**config.mk**
```make
export PLATFORM = sky130hd
export DESIGN_NAME = regfile_dump
export DESIGN_NICKNAME = d
export VERILOG_FILES = /design/src/rtl/regfile_dump.sv
export SDC_FILE = /design/constraint.sdc
export NUM_CORES = 1
export LEC_CHECK = 0
export BUFFER_PORTS_ARGS = -buffer_cell sky130_fd_sc_hd__buf_2
export CORE_ASPECT_RATIO = 0.7
export CORE_MARGIN = 4
export CORE_UTILIZATION = 57
export DETAILED_ROUTE_END_ITERATION = 8
export PLACE_DENSITY = 0.85
export SKIP_LAST_GASP = 1
export SLEW_MARGIN = 10
export SYNTH_ARGS = -nofsm -noshare
export SYNTH_HDL_FRONTEND = slang
export SYNTH_SLANG_ARGS = --single-unit
```
**constraint.sdc**
```tcl
create_clock -name clk -period 2.85 [get_ports clk]
set_input_delay 0.285 -clock clk [delete_from_list [all_inputs] [get_ports clk]]
set_output_delay 0.285 -clock clk [all_outputs]
set_load 0.005 [all_outputs]
```
**src/rtl/regfile_dump.sv**
```systemverilog
// Debug read port for the 8 x 16-bit register file. On start it sweeps readnum
// across every register and streams each value out over valid/ready, then reports an XOR checksum.
module regfile_dump #(
    parameter int NREGS  = 8,
    parameter int DATA_W = 16,
    parameter int IDX_W  = 3
) (
    input  logic              clk,
    input  logic              reset,
    input  logic              start,
    input  logic [DATA_W-1:0] rf_data,
    output logic [IDX_W-1:0]  readnum,
    output logic [DATA_W-1:0] out_data,
    output logic [IDX_W-1:0]  out_index,
    output logic              out_valid,
    input  logic              out_ready,
    output logic              busy,
    output logic              done,
    output logic [DATA_W-1:0] checksum
);

    typedef enum logic [1:0] {
        IDLE,
        LOAD,
        SEND,
        DONE
    } state_t;

    localparam logic [IDX_W-1:0] LAST_IDX = IDX_W'(NREGS - 1);

    state_t            state;
    state_t            state_next;
    logic [IDX_W-1:0]  idx;
    logic [DATA_W-1:0] acc;

    always_ff @(posedge clk) begin
        if (reset) begin
            state <= IDLE;
        end else begin
            state <= state_next;
        end
    end

    always_comb begin
        state_next = state;
        out_valid  = 1'b0;
        busy       = 1'b0;
        done       = 1'b0;
        case (state)
            IDLE: begin
                if (start) begin
                    state_next = LOAD;
                end
            end
            LOAD: begin
                busy       = 1'b1;
                state_next = SEND;
            end
            SEND: begin
                busy      = 1'b1;
                out_valid = 1'b1;
                if (out_ready) begin
                    state_next = (idx == LAST_IDX) ? DONE : LOAD;
                end
            end
            DONE: begin
                done       = 1'b1;
                state_next = IDLE;
            end
            default: state_next = IDLE;
        endcase
    end

    // readnum is updated one cycle ahead of LOAD, so the combinational regfile
    // output is already settled for the index being captured at the LOAD edge.
    always_ff @(posedge clk) begin
        if (reset) begin
            idx       <= '0;
            readnum   <= '0;
            out_data  <= '0;
            out_index <= '0;
            acc       <= '0;
            checksum  <= '0;
        end else begin
            case (state)
                IDLE: begin
                    if (start) begin
                        idx     <= '0;
                        readnum <= '0;
                        acc     <= '0;
                    end
                end
                LOAD: begin
                    out_data  <= rf_data;
                    out_index <= idx;
                    acc       <= acc ^ rf_data;
                end
                SEND: begin
                    if (out_ready) begin
                        if (idx == LAST_IDX) begin
                            checksum <= acc;
                        end else begin
                            idx     <= idx + IDX_W'(1);
                            readnum <= idx + IDX_W'(1);
                        end
                    end
                end
                default: begin
                end
            endcase
        end
    end

endmodule

```
Yosys cells after proc, flatten, opt, wreduce, memory -nomap -nowiden
Cells that the tools add are included.
Storage, ports and cells
  output and inout port bits: 41
  bits in registers: 56
  input bits: 20
Operators by class
  eq/ne operators: 7
  reduce and logical (&&, ||, !) cells: 8
  $add $sub $neg: 1
  bitwise operators: 1
  mux-type cells: 13
Operators with widths (count)
  $pmux W16 S2: 1
  $mux W16: 1
  $xor A16 B16 Y16: 1
  $mux W3: 3
  $pmux W2 S4: 1
  $mux W2: 3
  $ne A2 B2 Y1 const B: 3
  $pmux W3 S2: 1
  $eq A2 B2 Y1 const B: 2
  $reduce_and A2 Y1: 2
  $reduce_and A4 Y1: 1
  $reduce_bool A2 Y1: 2
  $add A3 B1 Y3 const B: 1
  $eq A3 B3 Y1 const B: 1
  $mux W1: 3
  $reduce_and A3 Y1: 1
  $eq A2 B1 Y1 const B: 1
  $logic_not A2 Y1: 1
  $reduce_or A2 Y1: 1

Depth between registers and ports, before layout
Gate-level depths: netlist of the first run.
  depth in word-level cells: 4
  mapped depth: 7

Least setup slack after synthesis of the first run
OpenSTA, ideal clock, no wires.
  path kind: register to register
  start point: register state[0]
  end point: register acc[14]
  required time: 2.783 ns
  data arrival time: 1.326 ns
  setup time: 0.067 ns
  slack: 1.457 ns
  stages on the path, launching flop included: 7
  buffers on the path: 1
  cell sequence: dfxtp_1 inv_1 ha_1 mux2i_2 buf_6 nand3b_1 o21ai_2
On the way
  word-level cells in the longest chain between the ends: 3
  elaborated cells between the ends (all ways): 6
RTL lines
  start: declaration: line 31  | state_t state;
  start signal: assignment: line 40  | state <= state_next;
  $eq A2 B1 Y1 / $logic_not A2 Y1 (equally long branches): line 85  | case (state)
  $reduce_bool A2 Y1 (no source line) / $ne A2 B2 Y1 (equally long branches)
  $reduce_and A2 Y1 (no source line)
  end signal: assignment: line 96  | acc <= acc ^ rf_data;
  end: declaration: line 34  | logic [DATA_W-1:0] acc;
Several ways; a longest one is shown, not always the timed one.
A chain may end at the register's enable or synchronous reset.

Worst setup path after layout of the first run
  start point: register state[1]
  end point: register acc[15]
Same word-level chain as after synthesis.

==> flow_summary_export.csv, run 1 <==
group,metric,value,unit
outcome,outcome,"finished, final reports clean",
floorplanning,core,4090,um^2
setup_path,critPathKind,"register to register",
detailed_routing,drt_iter0_drc,91,
logic_synthesis,ys_seq_area_frac,0.443,
logic_synthesis,yosysTopAreaCellShare,0.443,
clock_network,postCtsSetupRepairBufs,0,
setup_path,crit_arrival,2260,ps
finish,seq_area,1120,um^2
timing,slew_violations,0,
timing,min_period_over_period,0.708,
placement,place_hpwl,3.64,mm
detailed_routing,via_per_inst,5.41,
floorplanning,dieArea,5590,um^2
global_routing,grt_pass1_wl,8.86,mm
setup_path,crit_path_max_incr_delay,470,ps
timing,finalHoldViolCount,0,
logic_synthesis,yosys_warnings,0,
setup_path,cp.required,3090,ps
finish,fin_area,2890,um^2
logic_synthesis,synth-main-ff-cell,"dfxtp_1",
logic_synthesis,synth.top_cells.by_count,"dfxtp_1 (56), nand2_1 (32), a21oi_1 (27)",
finish,final_layout_size_suffix_gt1_frac,0.257,
setup_path,worstSetupStartpointType,"register",
logic_synthesis,syn_area_per_cell,9.34,um^2
run,cap_viol_max_count,0,
global_routing,grt_antenna_before_repair,0,
floorplanning,die_width,87.6,um
power,ir_drop,0.000450,V
timing,slew_headroom,0.421,
global_routing,overflow,0,
logic_synthesis,synth_fp_nets,299,
timing,setup_viol,0,
setup_path,crit_buf_inv,2,
logic_synthesis,ys_types,29,
timing,setup_ws,834,ps
detailed_routing,wl_per_cell,13.9,um
floorplanning,start_util,0.619,
logic_synthesis,async_flop_share,0,
floorplanning,dieHeight,63.8,um
timing,tightest_slew,851,ps
finish,num_antenna_cells,0,
timing,rsz0062_at_grt,"false",
setup_path,cp_cell_sequence,"inv_1 > ha_1 > buf_4 > nand2b_1 > o21ai_1",
clock_network,cts_buffer_depth,2,
floorplanning,ios,61,
global_routing,track_usage,0.197,
logic_synthesis,synth_area_leader_cell,"dfxtp_1",
setup_path,cp-end-kind,"register",
detailed_routing,routed_wl,5.25,mm
clock_network,cts_tree,"done",
finish,area_growth,14.2,%
finish,nFillCells,316,
detailed_routing,drc,0,
logic_synthesis,syn_inst,271,
clock_network,root_buffer,"clkbuf_8",
clock_network,clock_latency,310,ps
placement,io_buffers,60,
timing,max_freq,496,MHz
placement,placedInstanceArea,2800,um^2
floorplanning,rows,19,
logic_synthesis,syn-cell-area,2530,um^2
power,powerDensity,772,nW/um^2
timing,finalSetupTns,0,ps
finish,multi_input_area,1280,um^2
global_routing,grt_max_degree,36,
placement,gp_congestion,0.717,
timing,layout_min_cycle_time,2020,ps
logic_synthesis,synth_area_leaders,"dfxtp_1 (44%), mux2i_1 (8.7%), nand3b_1 (5.6%), a21oi_1 (5.3%), and2b_1 (4.7%)",
detailed_routing,vias,2049,
clock_network,clk_pin_slew,100,ps
finish,nNetsFinal,354,
placement,dp_slack,831,ps
logic_synthesis,yosysMostFrequentCell,"dfxtp_1",
logic_synthesis,ys_seq_elements,56,
clock_network,cts_made_buffers,5,
detailed_routing,firstDrtPassIters,4,
clock_network,cts.sinks,56,
setup_path,crit_family,"buffers and inverters",
clock_network,cts_resized,0,
setup_path,cp_slowest_cell,"ha_1",
worst_hold_path,hp-class,"primary input to register",
clock_network,h-tree-depth,2,
global_routing,grt_pass1_vias,1923,
detailed_routing,ant_nets,0,
logic_synthesis,synth_edf_count,0,
clock_network,postCtsHoldBufs,0,
setup_path,cp_max_fo,16,
power,leakagePower,0.00127,uW
timing,clock_skew,3.33,ps
[power breakdown]
part / switching [uW] / total [uW] / internal [uW]
combinational: 430 / 787 / 357
clock: 255 / 449 / 195
sequential: 90.8 / 995 / 904
[placed cells by master (no fill, tap or decap)]
master / n
buf_2: 60
dfxtp_1: 56
nand2_1: 32
a21oi_1: 27
mux2i_1: 22
nor2_1: 20
nand3b_1: 19
and2b_1: 16
o21ai_1: 15
nor2b_1: 14
ha_1: 8
nand2b_1: 7
a21oi_2: 7
clkbuf_8: 6
buf_4: 3
inv_1: 2
and2b_2: 2
clkinv_2: 2
and3_1: 1
nand3_1: 1
a211oi_1: 1
a21boi_2: 1
or3b_1: 1
mux2i_2: 1
o21ai_2: 1
a31oi_1: 1
a311oi_2: 1
[path summary, 6_finish.rpt]
check	startpoint	slack, ps	cells after the start	endpoint
max	state[1]	830	5	acc[15]
min reg2reg	checksum[8]	460	2	checksum[8]
min	rf_data[7]	230	3	out_data[7]
max reg2reg	state[1]	830	5	acc[15]
[cell families after synthesis]
family / after synthesis / synth area share
multiplexers: 23 / 0.0924
AND/OR/NAND/NOR: 113 / 0.248
AO/OA/AOI/OAI: 54 / 0.127
adder cells (fa/ha/maj): 8 / 0.0395
flip-flops: 56 / 0.443
buffers and inverters: 17 / 0.0509
[per-stage QoR]
stage / hold slack [ps] / instances / power, uW / utilization
final: 232 / 379 / 2230 / 0.707
after global routing: 243 / 379 / 2380 / 0.707
after CTS: 221 / 379 / 2240 / 0.707
after detailed placement: 446 / 371 / 1800 / 0.684
after global placement: 440 / 371 / 1780 / 0.684
after floorplan: 432 / 271 / 1640 / -
[layer usage]
layer / vias up / track usage / part of all wire
li1: 1017 / - / -
met1: 973 / 0.272 / 0.50
met2: 49 / 0.306 / 0.43
met3: 10 / 0.0411 / 0.053
met4: 0 / 0.0709 / 0.016
met5: - / 0 / 0
[worst register-to-register path: stages (launching register included)]
cell and delay, ps:
dfxtp_1 360, inv_1 120, ha_1 470, buf_4 360, nand2b_1 390, o21ai_1 250
[registers in the layout, indices dropped and copies added (netlist names)]
signal and cells:
out_data 16, out_index 3, idx 3, acc 16, state 2, checksum 16
[cell type report]
class / count / area share
tap: 52 / 0.0225
clock buffer: 6 / 0.0286
multi-input combinational: 198 / 0.443
sequential: 56 / 0.388
inverter: 2 / 0.00260
timing repair buffer: 63 / 0.112
clock inverter: 2 / 0.00346
Power figures use the tool's default switching activity.
==> run 2, diff against run 1 <==
--- a/config.mk
+++ b/config.mk
@@ -8,9 +8,9 @@
 export BUFFER_PORTS_ARGS = -buffer_cell sky130_fd_sc_hd__buf_2
 export CORE_ASPECT_RATIO = 0.7
 export CORE_MARGIN = 4
-export CORE_UTILIZATION = 57
+export CORE_UTILIZATION = 48
 export DETAILED_ROUTE_END_ITERATION = 8
-export PLACE_DENSITY = 0.85
+export PLACE_DENSITY = 0.77
 export SKIP_LAST_GASP = 1
 export SLEW_MARGIN = 10
 export SYNTH_ARGS = -nofsm -noshare
==> constraint.sdc (replaced) <==
create_clock -name clk -period 1.8 [get_ports clk]
set_input_delay 0.18 -clock clk [delete_from_list [all_inputs] [get_ports clk]]
set_output_delay 0.18 -clock clk [all_outputs]
set_load 0.005 [all_outputs]
==> run 2 against run 1 <==
Against the previous run:
- critical path depth increased by 1
- fmax increased by 27%
- sequential share of layout area decreased by 1.1 points
- via count decreased by 0.44%
- global-route usage decreased by 2.9 points
- largest cell class unchanged
- non-clock buffer count increased by 7
- largest power group unchanged
- hold slack got worse by 99 ps
- wire length increased by 1.9%
- clock power increased by 55%
==> flow_summary_export.csv, run 2 (synthesis gave the netlist of run 1 again) <==
group,metric,value,unit
run,cap_viol_max_count,0,
detailed_routing,ant_nets,0,
power,total_power,3610,uW
floorplanning,die_width,94.8,um
timing,rsz0062_at_grt,"false",
detailed_routing,drt_iter0_drc,64,
setup_path,worstSetupStartpointType,"register",
timing,max_freq,631,MHz
floorplanning,rows,21,
timing,setup_viol,0,
timing,finalSetupTns,0,ps
detailed_routing,vias,2040,
placement,place_hpwl,3.83,mm
setup_path,cp.required,2020,ps
clock_network,cts_made_buffers,5,
detailed_routing,routed_wl,5.35,mm
global_routing,overflow,0,
floorplanning,ios,61,
timing,slew_headroom,0.754,
global_routing,grt_pass1_vias,1923,
setup_path,crit_buf_inv,2,
floorplanning,dieHeight,68.8,um
global_routing,grt_antenna_before_repair,0,
setup_path,cp_cell_sequence,"inv_1 > ha_1 > nand2b_4 > buf_4 > a31oi_1 > a311oi_2",
outcome,outcome,"finished, final reports clean",
floorplanning,start_util,0.512,
global_routing,grt_pass1_wl,8.57,mm
finish,final_layout_size_suffix_gt1_frac,0.275,
setup_path,cp_slowest_cell,"dfxtp_1",
clock_network,cts_tree,"done",
detailed_routing,drc,0,
clock_network,clk_pin_slew,90,ps
finish,mostFrequentLayoutCell,"buf_2",
setup_path,critPathKind,"register to register",
clock_network,root_buffer,"clkbuf_8",
finish,fin_area,2970,um^2
finish,top_regs,"acc (16), checksum (16), out_data (16)",
setup_path,crit_path_max_incr_delay,430,ps
global_routing,grt_max_degree,33,
finish,instances_no_fill,403,
clock_network,cts_buffer_depth,2,
power,ir_drop,0.000587,V
clock_network,h-tree-depth,2,
detailed_routing,via_per_inst,5.06,
clock_network,postCtsHoldBufs,0,
floorplanning,dieArea,6520,um^2
setup_path,r2r.worst_path.cells,6,
setup_path,crit_arrival,1810,ps
floorplanning,core,4940,um^2
timing,slew_violations,0,
power,powerDensity,1210,nW/um^2
worst_hold_path,hp-class,"primary input to register",
power,leakagePower,0.00130,uW
placement,place_inst,395,
timing,clock_skew,6.07,ps
timing,layout_min_cycle_time,1590,ps
clock_network,postCtsSetupRepairBufs,0,
timing,min_period_over_period,0.881,
detailed_routing,wl_per_cell,13.3,um
finish,nNetsFinal,361,
finish,num_antenna_cells,0,
setup_path,cp-end-kind,"register",
clock_network,cts.sinks,56,
detailed_routing,firstDrtPassIters,4,
placement,io_buffers,60,
timing,finalHoldViolCount,0,
worst_hold_path,holdPathStages,3,
placement,gp_congestion,0.833,
finish,final_cell_mix,"buf_2 (60), dfxtp_1 (56), nand2_1 (32), a21oi_1 (27), mux2i_1 (22)",
setup_path,crit_family,"flip-flops",
clock_network,clock_latency,300,ps
setup_path,cp.depth,6,
placement,placedInstanceArea,2870,um^2
setup_path,cp_max_fo,9,
timing,tightest_slew,369,ps
finish,area_growth,17.5,%
global_routing,track_usage,0.168,
-- run 2: cell types whose count changed in the layout (fill, tap and decap cells not counted), sizes merged --
cell	before	now
buf	63	70
clkinv	2	0
clkbuf	6	7
clkinvlp	0	1
-- run 2: area by class of cell --
type	count	area (um^2)
Clock inverter	1	7.51
Clock buffer	7	86.3
Sequential cell	56	1120
Inverter	2	7.51
Fill cell	459	1970
Timing Repair Buffer	70	375
Tap cell	69	86.3
Multi-Input combinational cell	198	1290
-- run 2: power breakdown --
part / internal (uW) / total (uW) / leakage [uW] / switching, uW
clock: 313 / 698 / 0.0000445 / 385
combinational: 631 / 1340 / 0.000799 / 709
sequential: 1430 / 1570 / 0.000454 / 141
-- run 2: path summary, 6_finish.rpt --
check	startpoint	endpoint	slack [ps]
setup / recovery	state[0]	state[1]	210
hold / removal	rf_data[11]	out_data[11]	130
setup reg to reg	state[0]	state[1]	210
hold reg to reg	checksum[7]	checksum[7]	460
-- run 2: worst register-to-register path: cells and delay by family, from the launching register on --
kind	cells	cell delay (ps)
AND/OR/NAND/NOR	1	120
buffers and inverters	2	320
AO/OA/AOI/OAI	2	350
flip-flops	1	430
adder cells (fa/ha/maj)	1	290
-- run 2: per-stage QoR --
step / utilization / setup slack [ps] / hold slack [ps]
6_report: 0.602 / 215 / 133
4_1_cts: 0.600 / 49.4 / 123
3_5_place_dp: 0.581 / 61.2 / 448
2_1_floorplan: - / 407 / 327
3_3_place_gp: 0.581 / 160 / 435
5_1_grt: 0.602 / 96.4 / 142
-- run 2: routing by layer --
| layer | wire, um | global-route usage | part of all wire |
|---|---|---|---|
| met1 | 2530 | 0.210 | 0.47 |
| met2 | 2450 | 0.291 | 0.46 |
| met3 | 316 | 0.0390 | 0.059 |
| met4 | 53 | 0.0558 | 0.0099 |
| met5 | 0 | 0 | 0 |
-- run 2: repair_timing --
item                                    4_1_cts  5_1_grt
endpoints found under the hold margin         0        0
endpoints found under the setup margin        0       17
gates resized for setup                       0        2
